--- config.mk ---
export PLATFORM = sky130hd
export DESIGN_NAME = lane_add_sequencer
export DESIGN_NICKNAME = d
export VERILOG_FILES = /design/src/rtl/lane_add_sequencer.sv
export SDC_FILE = /design/constraint.sdc
export NUM_CORES = 1
export LEC_CHECK = 0
export CAP_MARGIN = 10
export CORE_MARGIN = 1.5
export CORE_UTILIZATION = 44
export CTS_CLUSTER_DIAMETER = 40
export DETAILED_ROUTE_END_ITERATION = 8
export PLACE_DENSITY = 0.79
export REMOVE_ABC_BUFFERS = 1
export SLEW_MARGIN = 20
export SYNTH_ARGS = -nofsm -noshare
export SYNTH_HDL_FRONTEND = slang
export SYNTH_SLANG_ARGS = --single-unit
--- constraint.sdc ---
create_clock -name clk -period 3.3 [get_ports clk]
set_input_delay 0.66 -clock clk [delete_from_list [all_inputs] [get_ports clk]]
set_output_delay 0.66 -clock clk [all_outputs]
set_load 0.01 [all_outputs]
--- src/rtl/lane_add_sequencer.sv ---
// lane_add_sequencer: one shared W-bit adder walks N operand lanes, one lane
// per output transfer, streaming each sum over valid/ready and assembling the
// full result vector in z / z_carry.
module lane_add_sequencer #(
    parameter int N = 5,
    parameter int W = 8,
    localparam int IW = (N > 1) ? $clog2(N) : 1
) (
    input  logic           clk,
    input  logic           rst,
    input  logic           start_valid,
    output logic           start_ready,
    input  logic           dir,
    input  logic [N*W-1:0] x,
    input  logic [N*W-1:0] y,
    input  logic           abort,
    output logic           out_valid,
    input  logic           out_ready,
    output logic [IW-1:0]  out_idx,
    output logic [W-1:0]   out_sum,
    output logic           out_carry,
    output logic           out_last,
    output logic [N*W-1:0] z,
    output logic [N-1:0]   z_carry,
    output logic           done
);

    typedef enum logic [1:0] {
        IDLE = 2'd0,
        RUN  = 2'd1,
        DONE = 2'd2
    } state_t;

    state_t        state_reg, state_next;
    logic [IW-1:0] idx_reg;
    logic          dir_reg;
    logic          done_reg;
    logic [W-1:0]  x_reg [N];
    logic [W-1:0]  y_reg [N];
    logic [W-1:0]  z_reg [N];
    logic          z_carry_reg [N];

    logic          start_acc;
    logic          in_run;
    logic          lane_last;
    logic          commit;
    logic [W:0]    lane_sum;

    assign start_acc = (state_reg == IDLE) && start_valid;
    assign in_run    = (state_reg == RUN);
    // The final lane depends on the walk direction latched at start.
    assign lane_last = dir_reg ? (idx_reg == '0) : (idx_reg == IW'(N - 1));
    // abort wins over a simultaneous transfer: nothing is committed that cycle.
    assign commit    = in_run && out_ready && !abort;
    assign lane_sum  = {1'b0, x_reg[idx_reg]} + {1'b0, y_reg[idx_reg]};

    assign start_ready = (state_reg == IDLE);
    assign out_valid   = in_run;
    assign out_idx     = idx_reg;
    assign out_sum     = lane_sum[W-1:0];
    assign out_carry   = lane_sum[W];
    assign out_last    = in_run && lane_last;
    assign done        = done_reg;

    // State register.
    always_ff @(posedge clk or posedge rst) begin
        if (rst) begin
            state_reg <= IDLE;
        end else begin
            state_reg <= state_next;
        end
    end

    // Next-state logic; out_ready only affects the state, never out_valid directly.
    always_comb begin
        state_next = state_reg;
        case (state_reg)
            IDLE: if (start_valid) state_next = RUN;
            RUN: begin
                if (abort) begin
                    state_next = IDLE;
                end else if (out_ready && lane_last) begin
                    state_next = DONE;
                end
            end
            DONE:    state_next = IDLE;
            default: state_next = IDLE;
        endcase
    end

    // Lane index: loaded at start, stepped on every committed non-final transfer.
    always_ff @(posedge clk or posedge rst) begin
        if (rst) begin
            idx_reg <= '0;
            dir_reg <= 1'b0;
        end else if (start_acc) begin
            dir_reg <= dir;
            idx_reg <= dir ? IW'(N - 1) : '0;
        end else if (commit && !lane_last) begin
            idx_reg <= dir_reg ? (idx_reg - IW'(1)) : (idx_reg + IW'(1));
        end
    end

    // Operand capture at start accept; later changes on x/y are ignored.
    always_ff @(posedge clk) begin
        if (start_acc) begin
            for (int i = 0; i < N; i++) begin
                x_reg[i] <= x[i*W +: W];
                y_reg[i] <= y[i*W +: W];
            end
        end
    end

    // Result assembly: cleared at start, one lane written per committed transfer.
    always_ff @(posedge clk or posedge rst) begin
        if (rst) begin
            for (int i = 0; i < N; i++) begin
                z_reg[i]       <= '0;
                z_carry_reg[i] <= 1'b0;
            end
        end else if (start_acc) begin
            for (int i = 0; i < N; i++) begin
                z_reg[i]       <= '0;
                z_carry_reg[i] <= 1'b0;
            end
        end else if (commit) begin
            z_reg[idx_reg]       <= lane_sum[W-1:0];
            z_carry_reg[idx_reg] <= lane_sum[W];
        end
    end

    // done is high for the single DONE cycle that follows the final transfer.
    always_ff @(posedge clk or posedge rst) begin
        if (rst) begin
            done_reg <= 1'b0;
        end else begin
            done_reg <= commit && lane_last;
        end
    end

    generate
        for (genvar gi = 0; gi < N; gi++) begin : g_pack
            assign z[gi*W +: W] = z_reg[gi];
            assign z_carry[gi]  = z_carry_reg[gi];
        end
    endgenerate

endmodule

; ---- Word level (Yosys, flattened, before mapping)
; Memories as Yosys holds them, arrays and structs flattened.
; Cells that the tools add are included.
[totals]
out_inout_bits = 61
ff_bits = 52
mem_count = 2
input_bits = 86
ramBits = 80
word_cells = 62
[memory_table]
columns = name, words, width, read_ports, rd_ports_with_merged_regs, write_ports, line
row1 = x_reg, 5, 8, 1, 0, 5, 38  ; logic [W-1:0] x_reg [N];
row2 = y_reg, 5, 8, 1, 0, 5, 39  ; logic [W-1:0] y_reg [N];
[classes]
n_mux = 21
reduce_logical = 15
magnitude_cmp = 2
add_sub_neg = 3
eq_ne = 4
bitwise = 1
[op_table]
columns = cell, n
row1 = 40-bit two-way mux, 2
row2 = 40-bit bitwise mux, 1
row3 = 8-bit demux with 3-bit select, 1
row4 = 3-bit two-way mux, 4
row5 = 5-bit two-way mux, 2
row6 = 8-bit by 8-bit adder with 9-bit output, 1
row7 = 1-bit logical AND, 8
row8 = 8-bit two-way mux, 1
row9 = 2-bit two-way mux, 3
row10 = 5-bit bitwise mux, 1
row11 = 4-bit >= comparator (second input constant), 1
row12 = 4-bit by 1-bit < comparator with 1-bit output (second input constant), 1
row13 = 1-bit two-way mux, 4
row14 = 3-bit NOT with 4-bit output, 1
row15 = 2-bit one-hot mux with 2 select lines, 1
row16 = 2-bit nonzero test, 2
row17 = 3-bit by 1-bit adder with 3-bit output (second input constant), 1
row18 = 1-bit demux with 3-bit select, 1
row19 = 3-bit == test (second input constant), 1
row20 = 3-bit zero test, 1
row21 = 3-bit by 2-bit inequality test with 1-bit output (second input constant), 1
row22 = 3-bit by 1-bit subtractor with 3-bit output (second input constant), 1
row23 = 2-bit by 1-bit == test with 1-bit output (second input constant), 1
row24 = 1-bit zero test, 2
row25 = other kinds (3), 3

; ---- Logic depth before layout (Yosys ltp)
; Gate-level depths: netlist of run 1.
[depth]
word_depth = 8
mapped_depth = 12
depth_no_buf = 10

; ---- Worst setup path before layout of run 1
; Ideal clock, no wire load.
[synth_timing]
path_kind = register -> output
startpoint = register idx_reg[1], in the netlist out_idx[1]
endpoint = output out_sum[6]
path_slack_ns = -0.087
arrival_ns = 2.727
required_time_ns = 2.640
path_stages_with_launch = 13
path_buffers = 2
path_cell_list = dfrtp_1 > buf_2 > buf_2 > mux2i_1 > nor2_1 > a21oi_1 > o21ai_0 > ha_1 > fa_1 > a21oi_1 > o211ai_1 > xnor2_1 > inv_1
[synth_via]
elab_chain_len = 2
elab_cells_between_ends = 3
cone_classes = add/sub: 1 / memory: 2
[synth_rtl]
columns = element, line
row1 = start: declaration, 35  ; logic [IW-1:0] idx_reg;
row2 = start signal: assignment, 98  ; idx_reg <= dir ? IW'(N - 1) : '0;
row3 = start signal: assignment, 100  ; idx_reg <= dir_reg ? (idx_reg - IW'(1)) : (idx_reg + IW'(1));
row4 = memory read 5 x 8 bit (on tied branches), -
row5 = 8-bit by 8-bit adder with 9-bit output (*), 55  ; assign lane_sum = {1'b0, x_reg[idx_reg]} + {1'b0, y_reg[idx_reg]};
row6 = end: declaration, 20  ; output logic [W-1:0] out_sum,
; Every way passes the cells marked *; elsewhere a longest branch is shown, timed or not.

; ---- Final worst setup path of run 1
[layout_timing]
startpoint = register idx_reg[0], in the netlist out_idx[0]
endpoint = output out_carry
[layout_via]
elab_chain_len = 2
elab_cells_between_ends = 3
cone_classes = add/sub: 1 / memory: 2
[layout_rtl]
columns = element, line
row1 = memory read 5 x 8 bit (on tied branches), -
row2 = 8-bit by 8-bit adder with 9-bit output (*), 55
row3 = end: declaration, 21  ; output logic out_carry,
; Marks and branches as above.

==> results of run 1 <==
## cells by family after synthesis
| logic type | after synthesis | synth area share (%) |
|---|---|---|
| AO/OA/AOI/OAI | 82 | 9.17 |
| multiplexers | 30 | 7.60 |
| adder cells (fa/ha/maj) | 10 | 2.51 |
| flip-flops | 132 | 66.4 |
| AND/OR/NAND/NOR | 94 | 10.0 |
| XOR/XNOR | 6 | 0.941 |
| buffers and inverters | 37 | 3.41 |
## what timing repair did
action,CTS,global route
resized for setup,86,33
gates cloned,0,0
setup buffers,22,8
hold buffers,0,0
pin swaps,23,17
setup endpoints to repair,8,8
## worst min-delay path, stage by stage (launching register included)
cell,delay [ps]
dfrtp_1,340
nand3_1,60
o31ai_1,60
## cells in the final DEF (no fill, tap or decap), drive strengths merged, types with 4 or more instances in the layout
cell	Yosys	final
clkdlybuf4s50	0	138
edfxtp	80	80
buf	19	76
dfrtp	52	52
nand3	42	42
o21ai	38	38
clkbuf	2	26
nor2	20	20
inv	16	19
a21oi	17	17
mux2i	12	12
nand2	10	10
o31ai	10	10
mux4	9	9
mux2	9	9
ha	8	8
a22oi	7	7
xnor2	4	4
## layout make-up
type	count	share of cell area [%]
Tap cell	168	2.43
Sequential cell	132	42.8
Inverter	16	0.709
Multi-Input combinational cell	222	23.5
Clock buffer	25	6.34
Timing Repair Buffer	215	23.8
Clock inverter	6	0.405
## metal layers
layer	track usage [%]	routed length, um	up-vias
li1	-	-	1902
met1	25.9	5730	1947
met2	36.2	7120	144
met3	5.96	647	13
met4	6.50	147	0
met5	0	0	-
## where the power goes
group	leakage, uW	switching, uW	internal [uW]
clock network	0.000297	652	1140
logic	0.00164	3040	3300
registers	0.00147	175	2160
## Yosys cell counts (2+ instances only)
library cell	instances	area [um^2]
edfxtp_1	80	2400
dfrtp_1	52	1300
nand3_1	36	180
o21ai_0	33	165
nor2_1	20	75.1
a21oi_1	17	85.1
inv_1	16	60.1
buf_2	13	65.1
mux2i_1	12	120
nand2_1	10	37.5
mux2_2	9	101
mux4_2	9	203
o31ai_1	9	67.6
ha_1	8	100
a22oi_1	7	52.6
nand3_2	6	60.1
o21ai_2	5	43.8
xnor2_1	4	35.0
nand2b_1	3	18.8
a211oi_1	2	15.0
buf_1	2	7.51
buf_6	2	22.5
clkbuf_1	2	7.51
fa_1	2	40.0
nor2b_1	2	12.5
nor3_1	2	10.0
o21bai_1	2	15.0
or3b_2	2	17.5
xor2_1	2	17.5
## worst paths after layout
check / from / end / slack (ps)
worst max-delay path: out_idx[0]$_DFFE_PP0P_ / out_carry / -390
worst min-delay path: z_carry[4]$_DFFE_PP0P_ / z_carry[4]$_DFFE_PP0P_ / 490
worst max register to register: out_idx[1]$_DFFE_PP0P_ / z_carry[1]$_DFFE_PP0P_ / 230
worst min register to register: z_carry[4]$_DFFE_PP0P_ / z_carry[4]$_DFFE_PP0P_ / 490
max in group asynchronous: rst / dir_reg$_DFFE_PP0P_ / 1980
min in group asynchronous: rst / z[36]$_DFFE_PP0P_ / 550
## per-stage QoR
stage / instances / util (%) / total power [uW] / area (um^2) / setup slack, ps
finish: 784 / 70.8 / 10500 / 8650 / -391
global placement: 727 / 61.4 / 6910 / 7500 / -422
detailed placement: 727 / 61.4 / 7030 / 7500 / -444
global route: 784 / 70.8 / 11000 / 8650 / -507
CTS: 780 / 69.4 / 9820 / 8470 / -362
floorplan: 370 / - / 4510 / 5450 / -439
==> impl_results.md, run 1 <==
* Final Max Tran Viols at 0
* # diodes at 0
* Top FF cell, synth: edfxtp_1
* Pwr per Cell Area at between 1000 and 1500 nW/um^2
* Final min period at 3690 ps
* Fin worst setup slack at -391 ps
* WHS at 495 ps
* Largest net degree at the start of global routing at 48
* Clk sinks at 132
* DRC violations left at 0
* Total Routing Usage GR at 21.0%
* Core Area at about 12000 um^2
* Post-Syn Instances at approximately 390
* Initial Util at a little under half
* CP arrival at approximately 3000 ps
* Distinct cell type count after synthesis at between 50 and 60
* Max incr delay on CP at 490 ps
* Critical setup path kind: reg -> out
* Worst Tran Pin Value at 579 ps
* Syn Area/Cell at 14.3 um^2
* RSZ-0062 raised after global routing: true
* LEAKAGE at 0.00341 uW
* Nets at 700
* Clock slew at reported path FFs at 60 ps
* Register area at 3700 um^2
* Share of the yosys chip area belonging to registers at 66.4%
* Area of the multi-input gates at 2030 um^2
* Worst Hold Class: reg -> reg
* Setup Viol. Count Final at 7
* Dpl hpwl at around 9.4 mm
* Ys async rst share at 39.4%
* CP Capture Type: output pin
* Clk_lat worst skew at about 400 ps
* Setup crit start kind: flop
* RD Place Congestion at between 0.8 and 0.9
* Critical path buffer and inverter count at 4
* Die Ht at 116 um
* Rows at 40
* WL/cell at 17.4 um
* Worst Path Required at 2640 ps
* Seq cells post-synth at 132
* Gr ovfl total at 0
* DRT antenna net count at 0
* Run status: complete, but fails checks
* CTS tree: done
* Wire length of the first global-routing pass at 20.9 mm
* Initial antenna violation count at 0
* Via-per-instance ratio at 5.11
* F_max at 271 MHz
* Ys Warns at 0
* Period utilization at 112%
* CP max-delay cell: mux4_2
* Die Area at 13400 um^2
* Die width at approximately 120 um
* Total Neg Setup Slack at -1850 ps
* Vias in the first global route at about 4200
* Io pins at 147
* Worst Hold Path Cells at 2
* Hold Violations, Final at 0
* Peak VDD IR at 540 uV
* Initial DRT Pass Iterations at 4
* Fraction of layout cells with a size suffix above 1 at roughly 31%
* Num CTS Buffers at 17
* Port Buffers at 146
* CP Depth at 11
* Max-slew headroom at 61.2%
* Bufs on Longest Clock Path at 2
* Crit-path cells: buf_12 > mux4_2 > mux2_4 > ha_4 > buf_6 > nand3_2 > o211ai_1 > buf_4 > a21oi_4 > o21bai_1 > buf_2
* Worst Path Max Fanout at 7
* Root Driver: clkbuf_16
* Layout Skew at ~8.1 ps
* Number of maximum-capacitance violations at 0
* CP top delay family: multiplexers
* Filler instances at 821
* Post-synth EDFFs at 80
* Violations in the final reports: setup timing
* Starting DRC count in detailed routing at just under 300
* DR vias at about 4000
* R2R depth at 12
* Syn-to-layout area delta at 54.9%
* Max H-tree Level at 4
* Final wirelength at 13.6 mm
* Synthesized cell area at 5580 um^2
Note: power is estimated with default switching activity, not from simulation.
==> inputs of run 2 (changes only) <==
- CORE_UTILIZATION: 44 -> 49
- PLACE_DENSITY: 0.79 -> 0.83
- clock period: 3.3 -> 3.65 ns (I/O delays scaled with it)
==> run 2 against run 1 <==
  * The flow still finishes with violations (setup timing)
  * Count of clock-buffer cells in the layout decreased by 5
  * Critical path depth is 2 higher
  * Hold slack better by 9.7 ps
  * Cell count shrank 6.0%
  * Clock power shrank 8%
  * Critical path type unchanged
  * Highest routed layer unchanged
==> impl_results.md, run 2 (same netlist as run 1, synthesis figures left out) <==
* Run status: complete, but fails checks
* Violations in the final reports: setup timing
* Worst Path Max Fanout at 8 (+1)
* F_max at 263 MHz
* DRT antenna net count at 0 (unchanged)
* Switch Pwr at 3560 uW (-8.0%)
* Syn-to-layout area delta at 50.3%
* Core Area at 11000 um^2 (-10%)
* Final min period at 3800 ps
* Io pins at 147 (unchanged)
* Gr ovfl total at 0 (unchanged)
* Final Util at 76.4% (+5.6 points)
* Nets at 680 (-2.9%)
* Int Power at 5640 uW (-15%)
* Die Area at 12000 um^2 (-9.9%)
* Setup crit start kind: flop
* Bufs on Longest Clock Path at 2 (unchanged)
* Hold Crit Start: z[11]$_DFFE_PP0P_
* Flop pwr share at 23.1% (+0.8 points)
* Num CTS Buffers at 17 (unchanged)
* Total Routing Usage GR at 25.1% (+4.1 points)
* RD Place Congestion at 0.816 (+0.44%)
* Crit path launch: out_idx[0]$_DFFE_PP0P_
* Clock network fraction of total power at 18.0% (+0.8 points)
* Largest net degree at the start of global routing at 53 (+10%)
* Number of maximum-capacitance violations at 0 (unchanged)
* RSZ-0062 raised after global routing: true
* Max-slew headroom at 41.3% (-20 points)
* Via-per-instance ratio at 5.62 (+10%)
* Root Driver: clkbuf_16
* Placed instance area at 7400 um^2 (-1.3%)
* Critical path buffer and inverter count at 5 (+1)
* Clk sinks at 132 (unchanged)
* Clock slew at reported path FFs at 60 ps (about the same)
* Vias in the first global route at 4260 (+1.8%)
* Critical setup path kind: reg -> out
* Design Area, Final at 8390 um^2 (-3.0%)
* Pwr per Cell Area at 1100 nW/um^2 (-9.5%)
* Final Max Tran Viols at 0 (unchanged)
* Clk_lat worst skew at 410 ps (about the same)
* Initial DRT Pass Iterations at 4 (unchanged)
* Worst reg2reg path startpoint: out_idx[0]$_DFFE_PP0P_
* Crit-path cells: buf_6 > nor2b_1 > buf_6 > a21oi_2 > o21ai_1 > buf_4 > fa_2 > a21oi_4 > o211ai_1 > buf_4 > a21oi_2 > o21bai_1 > buf_2
* Most frequent cells in the layout: clkdlybuf4s50_1, edfxtp_1, dfrtp_1
* Switching Share at 38.7% (+1.7 points)
* DRC violations left at 0 (unchanged)
* Layout Skew at 7.90 ps (-0.223 ps)
* Max H-tree Level at 4 (unchanged)
* CTS tree: done
* Worst Path Required at 2920 ps (+280 ps)
* Fraction of layout cells with a size suffix above 1 at 26.5% (-4.9 points)
* LEAKAGE at 0.00326 uW (-4.3%)
* Starting DRC count in detailed routing at 295 (+1.4%)
* Rows at 38 (-5.0%)
* Most common cell after layout, fill and taps aside: clkdlybuf4s50_1
* CP arrival at 3070 ps (+40 ps)
* Initial Util at 50.8% (+5.1 points)
* Dpl hpwl at 9.60 mm (+2.4%)
* Setup Viol. Count Final at 5 (-2)
* CP Capture Type: output pin
* Die width at 110 um (-5.1%)
* WL/cell at 20.2 um (+16%)
* Port Buffers at 146 (unchanged)
* Period utilization at 104%
* Max incr delay on CP at 450 ps (-40 ps)
* Wire length of the first global-routing pass at 22.0 mm (+5.4%)
* Fin worst setup slack at -145 ps (+246 ps)
* CP max-delay cell: dfrtp_2
* Worst Tran Pin Value at 879 ps (+301 ps)
* CP top delay family: compound AO/OA/AOI/OAI gates
* Initial antenna violation count at 0 (unchanged)
* DR vias at 4145 (+3.5%)
* Die Ht at 110 um (-5.1%)
* # diodes at 0 (unchanged)
* Hold Violations, Final at 0 (unchanged)
* Final wirelength at 14.9 mm (+9.1%)
* Worst Hold Class: reg -> reg
* Peak VDD IR at 587 uV (+8.7%)
* Gate power share at 58.9% (-1.6 points)
run 2: cell types whose count changed in the layout (fill, tap and decap cells not counted), sizes merged:
cell and change:
inv -5, clkdlybuf4s15 +2, clkinvlp +3, buf -22
clkbuf -6, bufinv +3, dlymetal6s2s +1, clkinv +5
run 2: what timing repair did:
action	CTS	global route
setup buffers	6	8
hold buffers	0	0
resized for setup	69	28
endpoints found under the setup margin	8	8
pin swaps	9	14
run 2: layer usage:
metal | vias to the layer above | global-route usage, % | wire, um
met1 | 2061 | 30.4 | 5850
met3 | 37 | 4.80 | 746
met2 | 190 | 42.8 | 7720
li1 | 1857 | - | -
met5 | - | 0 | 0
met4 | 0 | 12.9 | 580
run 2: power groups by stage:
stage	Sequential, uW	Combinational (uW)	Clock, uW
CTS	2120	4660	1670
global placement	2120	3960	0
finish	2130	5410	1650
global route	2150	5730	1740
detailed placement	2140	4070	0
floorplan	2250	1840	0
run 2: cell type report:
type                            instances  area, um^2
Tap cell                              140         175
Multi-Input combinational cell        222        1990
Clock inverter                         12         138
Timing Repair Buffer                  195        1880
Inverter                               16        62.6
Sequential cell                       132        3710
Clock buffer                           20         437
Fill cell                             626        2590
run 2: through the flow:
stage / total power (uW) / hold slack, ps / setup slack [ps] / cells / TNS [ps]
after floorplan: 4080 / 537 / -159 / 370 / -7800
after global placement: 6080 / 481 / -90.8 / 691 / -377
after detailed placement: 6210 / 494 / -173 / 691 / -784
after CTS: 8450 / 506 / -103 / 729 / -158
after global routing: 9620 / 538 / -265 / 737 / -838
final: 9200 / 505 / -145 / 737 / -403
run 2: final timing paths:
| kind | endpoint | slack, ps | cells past startpoint |
|---|---|---|---|
| setup / recovery | out_carry | -150 | 13 |
| setup reg to reg | z_carry[3]$_DFFE_PP0P_ | 510 | 13 |
| max in group asynchronous | out_idx[0]$_DFFE_PP0P_ | 2280 | 2 |
| hold reg to reg | z[11]$_DFFE_PP0P_ | 500 | 2 |
| hold / removal | z[11]$_DFFE_PP0P_ | 500 | 2 |
| min in group asynchronous | z[20]$_DFFE_PP0P_ | 810 | 2 |
run 2: worst register-to-register path, stage by stage, from the launching register on:
cell and delay (ps):
dfrtp_2 450, buf_6 150, nor2b_1 130, buf_6 150, a21oi_2 170, o21ai_1 110
buf_4 160, fa_2 430, a21oi_4 170, o211ai_1 190, buf_4 190, buf_4 120
a211oi_1 440, o31ai_1 140
==> inputs of run 3 (changes only) <==
- GPL_TIMING_DRIVEN: not set -> 0
==> run 3 against run 2 <==
  * The flow still finishes with violations (setup timing)
  * Sequential share of layout area shrank 0.46 points
  * Combinational power grew 3.7%
  * Non-clock buffer count grew 7
==> impl_results.md, run 3 (same netlist as run 1, synthesis figures left out) <==
* Run status: complete, but fails checks
* Violations in the final reports: setup timing
* Wire length of the first global-routing pass at 23.0 mm (+4.5%)
* Clk_lat worst skew at 420 ps (about the same)
* Die Area at 12000 um^2 (unchanged)
* Nets at 687 (+1.0%)
* Fraction of layout cells with a size suffix above 1 at 28.8% (+2.3 points)
* LEAKAGE at 0.00330 uW (+1.4%)
* Vias in the first global route at 4483 (+5.2%)
* Hold Crit Start: z[15]$_DFFE_PP0P_
* Io pins at 147 (unchanged)
* Initial Util at 50.8% (unchanged)
* Setup crit start kind: flop
* # diodes at 0 (unchanged)
* R2R depth at 21 (+8)
* Core Area at 11000 um^2 (unchanged)
* RSZ-0062 raised after global routing: true
* Via-per-instance ratio at 5.89 (+4.7%)
* Starting DRC count in detailed routing at 357 (+21%)
* Bufs on Longest Clock Path at 2 (unchanged)
* Period utilization at 109% (+4.8 points)
* F_max at 252 MHz (-4.4%)
* Worst Hold Path Cells at 2 (unchanged)
* Clock slew at reported path FFs at 60 ps (about the same)
* Gate power share at 58.8% (about the same)
* Worst Path Required at 2920 ps (about the same)
* Initial antenna violation count at 0 (unchanged)
* Reg2Reg Setup Slack at -160 ps (-670 ps)
* Most Crowded Layer GR: met2
* Rows at 38 (unchanged)
* CP Capture Type: output pin
* Final min period at 3970 ps (+176 ps)
* Initial DRT Pass Iterations at 5 (+1)
* Max incr delay on CP at 500 ps (+50 ps)
* Flop pwr share at 22.5% (-0.6 points)
* Final Max Tran Viols at 0 (unchanged)
* Max-slew headroom at 39.9% (-1.4 points)
* Die width at 110 um (unchanged)
* CP max-delay cell: dfrtp_4
* WL/cell at 22.5 um (+11%)
* CP arrival at 3240 ps (+170 ps)
* Filler instances at 584 (-6.7%)
* CTS Hold Buffers Added at 0 (unchanged)
* Non-Filler Instances at 744 (+0.95%)
* Switch Pwr at 3770 uW (+6.0%)
* Number of maximum-capacitance violations at 0 (unchanged)
* Worst reg2reg path startpoint: out_idx[0]$_DFFE_PP0P_
* Placed instance area at 7140 um^2 (-3.6%)
* Met2 Use GR at 46.8% (+4.0 points)
* Clk sinks at 132 (unchanged)
* Crit-path cells: buf_8 > and3b_2 > buf_6 > a22oi_2 > o21ai_1 > ha_2 > fa_2 > a21oi_4 > o211ai_1 > buf_4 > xnor2_4 > inv_1 > buf_2
* Dpl hpwl at 8.77 mm (-8.7%)
* Worst Hold Class: reg -> reg
* RD Place Congestion at 0.850 (+4.2%)
* DR vias at 4382 (+5.7%)
* M3 GR Usage at 5.69% (+0.89 points)
* Num CTS Buffers at 17 (unchanged)
* DRC violations left at 0 (unchanged)
* Root Driver: clkbuf_16
* Gr ovfl total at 0 (unchanged)
* Worst Tran Pin Value at 902 ps (+22.5 ps)
* Clock network fraction of total power at 18.7% (+0.7 points)
* Switching Share at 39.5% (+0.83 points)
* Setup Viol. Count Final at 8 (+3)
* Fin worst setup slack at -321 ps (-176 ps)
* Total Power at 9540 uW (+3.8%)
* Setup WS pre-CTS at -1500 ps (-1330 ps)
* Hold Violations, Final at 0 (unchanged)
* Most common cell after layout, fill and taps aside: clkdlybuf4s50_1
* Max H-tree Level at 4 (unchanged)
* R2r endpoint: z_carry[2]$_DFFE_PP0P_
* DP Cell Count at 658 (-4.8%)
* Most frequent cells in the layout: clkdlybuf4s50_1, edfxtp_1, dfrtp_1
* Syn-to-layout area delta at 52.2%
* Design Area, Final at 8500 um^2 (+1.3%)
* CTS tree: done
* DRT antenna net count at 0 (unchanged)
* Int Power at 5770 uW (+2.3%)
* Layout Skew at 12.0 ps (+4.07 ps)
* Hold Crit Endpoint: z[15]$_DFFE_PP0P_
* Die Ht at 110 um (unchanged)
* Peak VDD IR at 599 uV (+2.0%)
* Port Buffers at 146 (unchanged)
* Largest net degree at the start of global routing at 69 (+30%)
* Pwr per Cell Area at 1120 nW/um^2 (+2.4%)
* Worst Path Max Fanout at 5 (-3)
* Grt met1 use at 29.7% (-0.63 points)
* Critical setup path kind: reg -> out
* Total Routing Usage GR at 26.7% (+1.6 points)
* Final wirelength at 16.8 mm (+13%)
run 3: repair_timing:
item	4_1_cts	5_1_grt
setup buffers	38	16
pin swaps	14	14
endpoints found under the setup margin	39	8
gates resized for setup	68	34
run 3: area by class of cell:
type | count | area [um^2] | share of cell area, %
Clock buffer | 18 | 429 | 5.05
Clock inverter | 14 | 186 | 2.19
Inverter | 16 | 62.6 | 0.736
Multi-Input combinational cell | 222 | 2010 | 23.6
Sequential cell | 132 | 3710 | 43.7
Tap cell | 140 | 175 | 2.06
Timing Repair Buffer | 202 | 1920 | 22.6
run 3: worst max path at each step:
stage,start,endpoint,slack [ps]
final,out_idx[0]$_DFFE_PP0P_,out_sum[6],-320
after CTS,out_idx[0]$_DFFE_PP0P_,out_sum[4],-250
after detailed placement,out_idx[0]$_DFFE_PP0P_,out_sum[5],-1500
after floorplan,out_idx[0]$_DFFE_PP0P_,out_sum[7],-160
after global placement,out_idx[0]$_DFFE_PP0P_,out_sum[5],-1440
after global routing,out_idx[0]$_DFFE_PP0P_,out_sum[6],-390
run 3: stage by stage:
step / hold slack [ps] / TNS (ps) / utilization [%]
after global placement: 482 / -129150 / 64.5
final: 495 / -1690 / 77.4
after floorplan: 537 / -7800 / -
after detailed placement: 489 / -16930 / 65.0
after CTS: 502 / -1080 / 75.2
after global routing: 526 / -1970 / 77.4
run 3: routing by layer:
layer  vias to the layer above  wire length [um]
li1                       1868                 -
met1                      2154              6240
met2                       290              8610
met3                        70              1190
met4                         0               716
met5                         -                 0
run 3: worst max-delay path, delay by kind of cell, from the launching register on:
family	cells	cell delay [ps]
compound gates	4	590
xor+xnor	1	140
simple gates	1	260
fa+ha+maj	2	650
flops	1	500
buf+inv	5	680
run 3: power by group through the flow:
stage	Sequential, uW	Combinational, uW	Clock (uW)
5_1_grt	2170	5830	1850
6_report	2150	5610	1780
2_1_floorplan	2250	1840	0
3_3_place_gp	2260	3190	0
4_1_cts	2150	4550	1770
3_5_place_dp	2260	3300	0
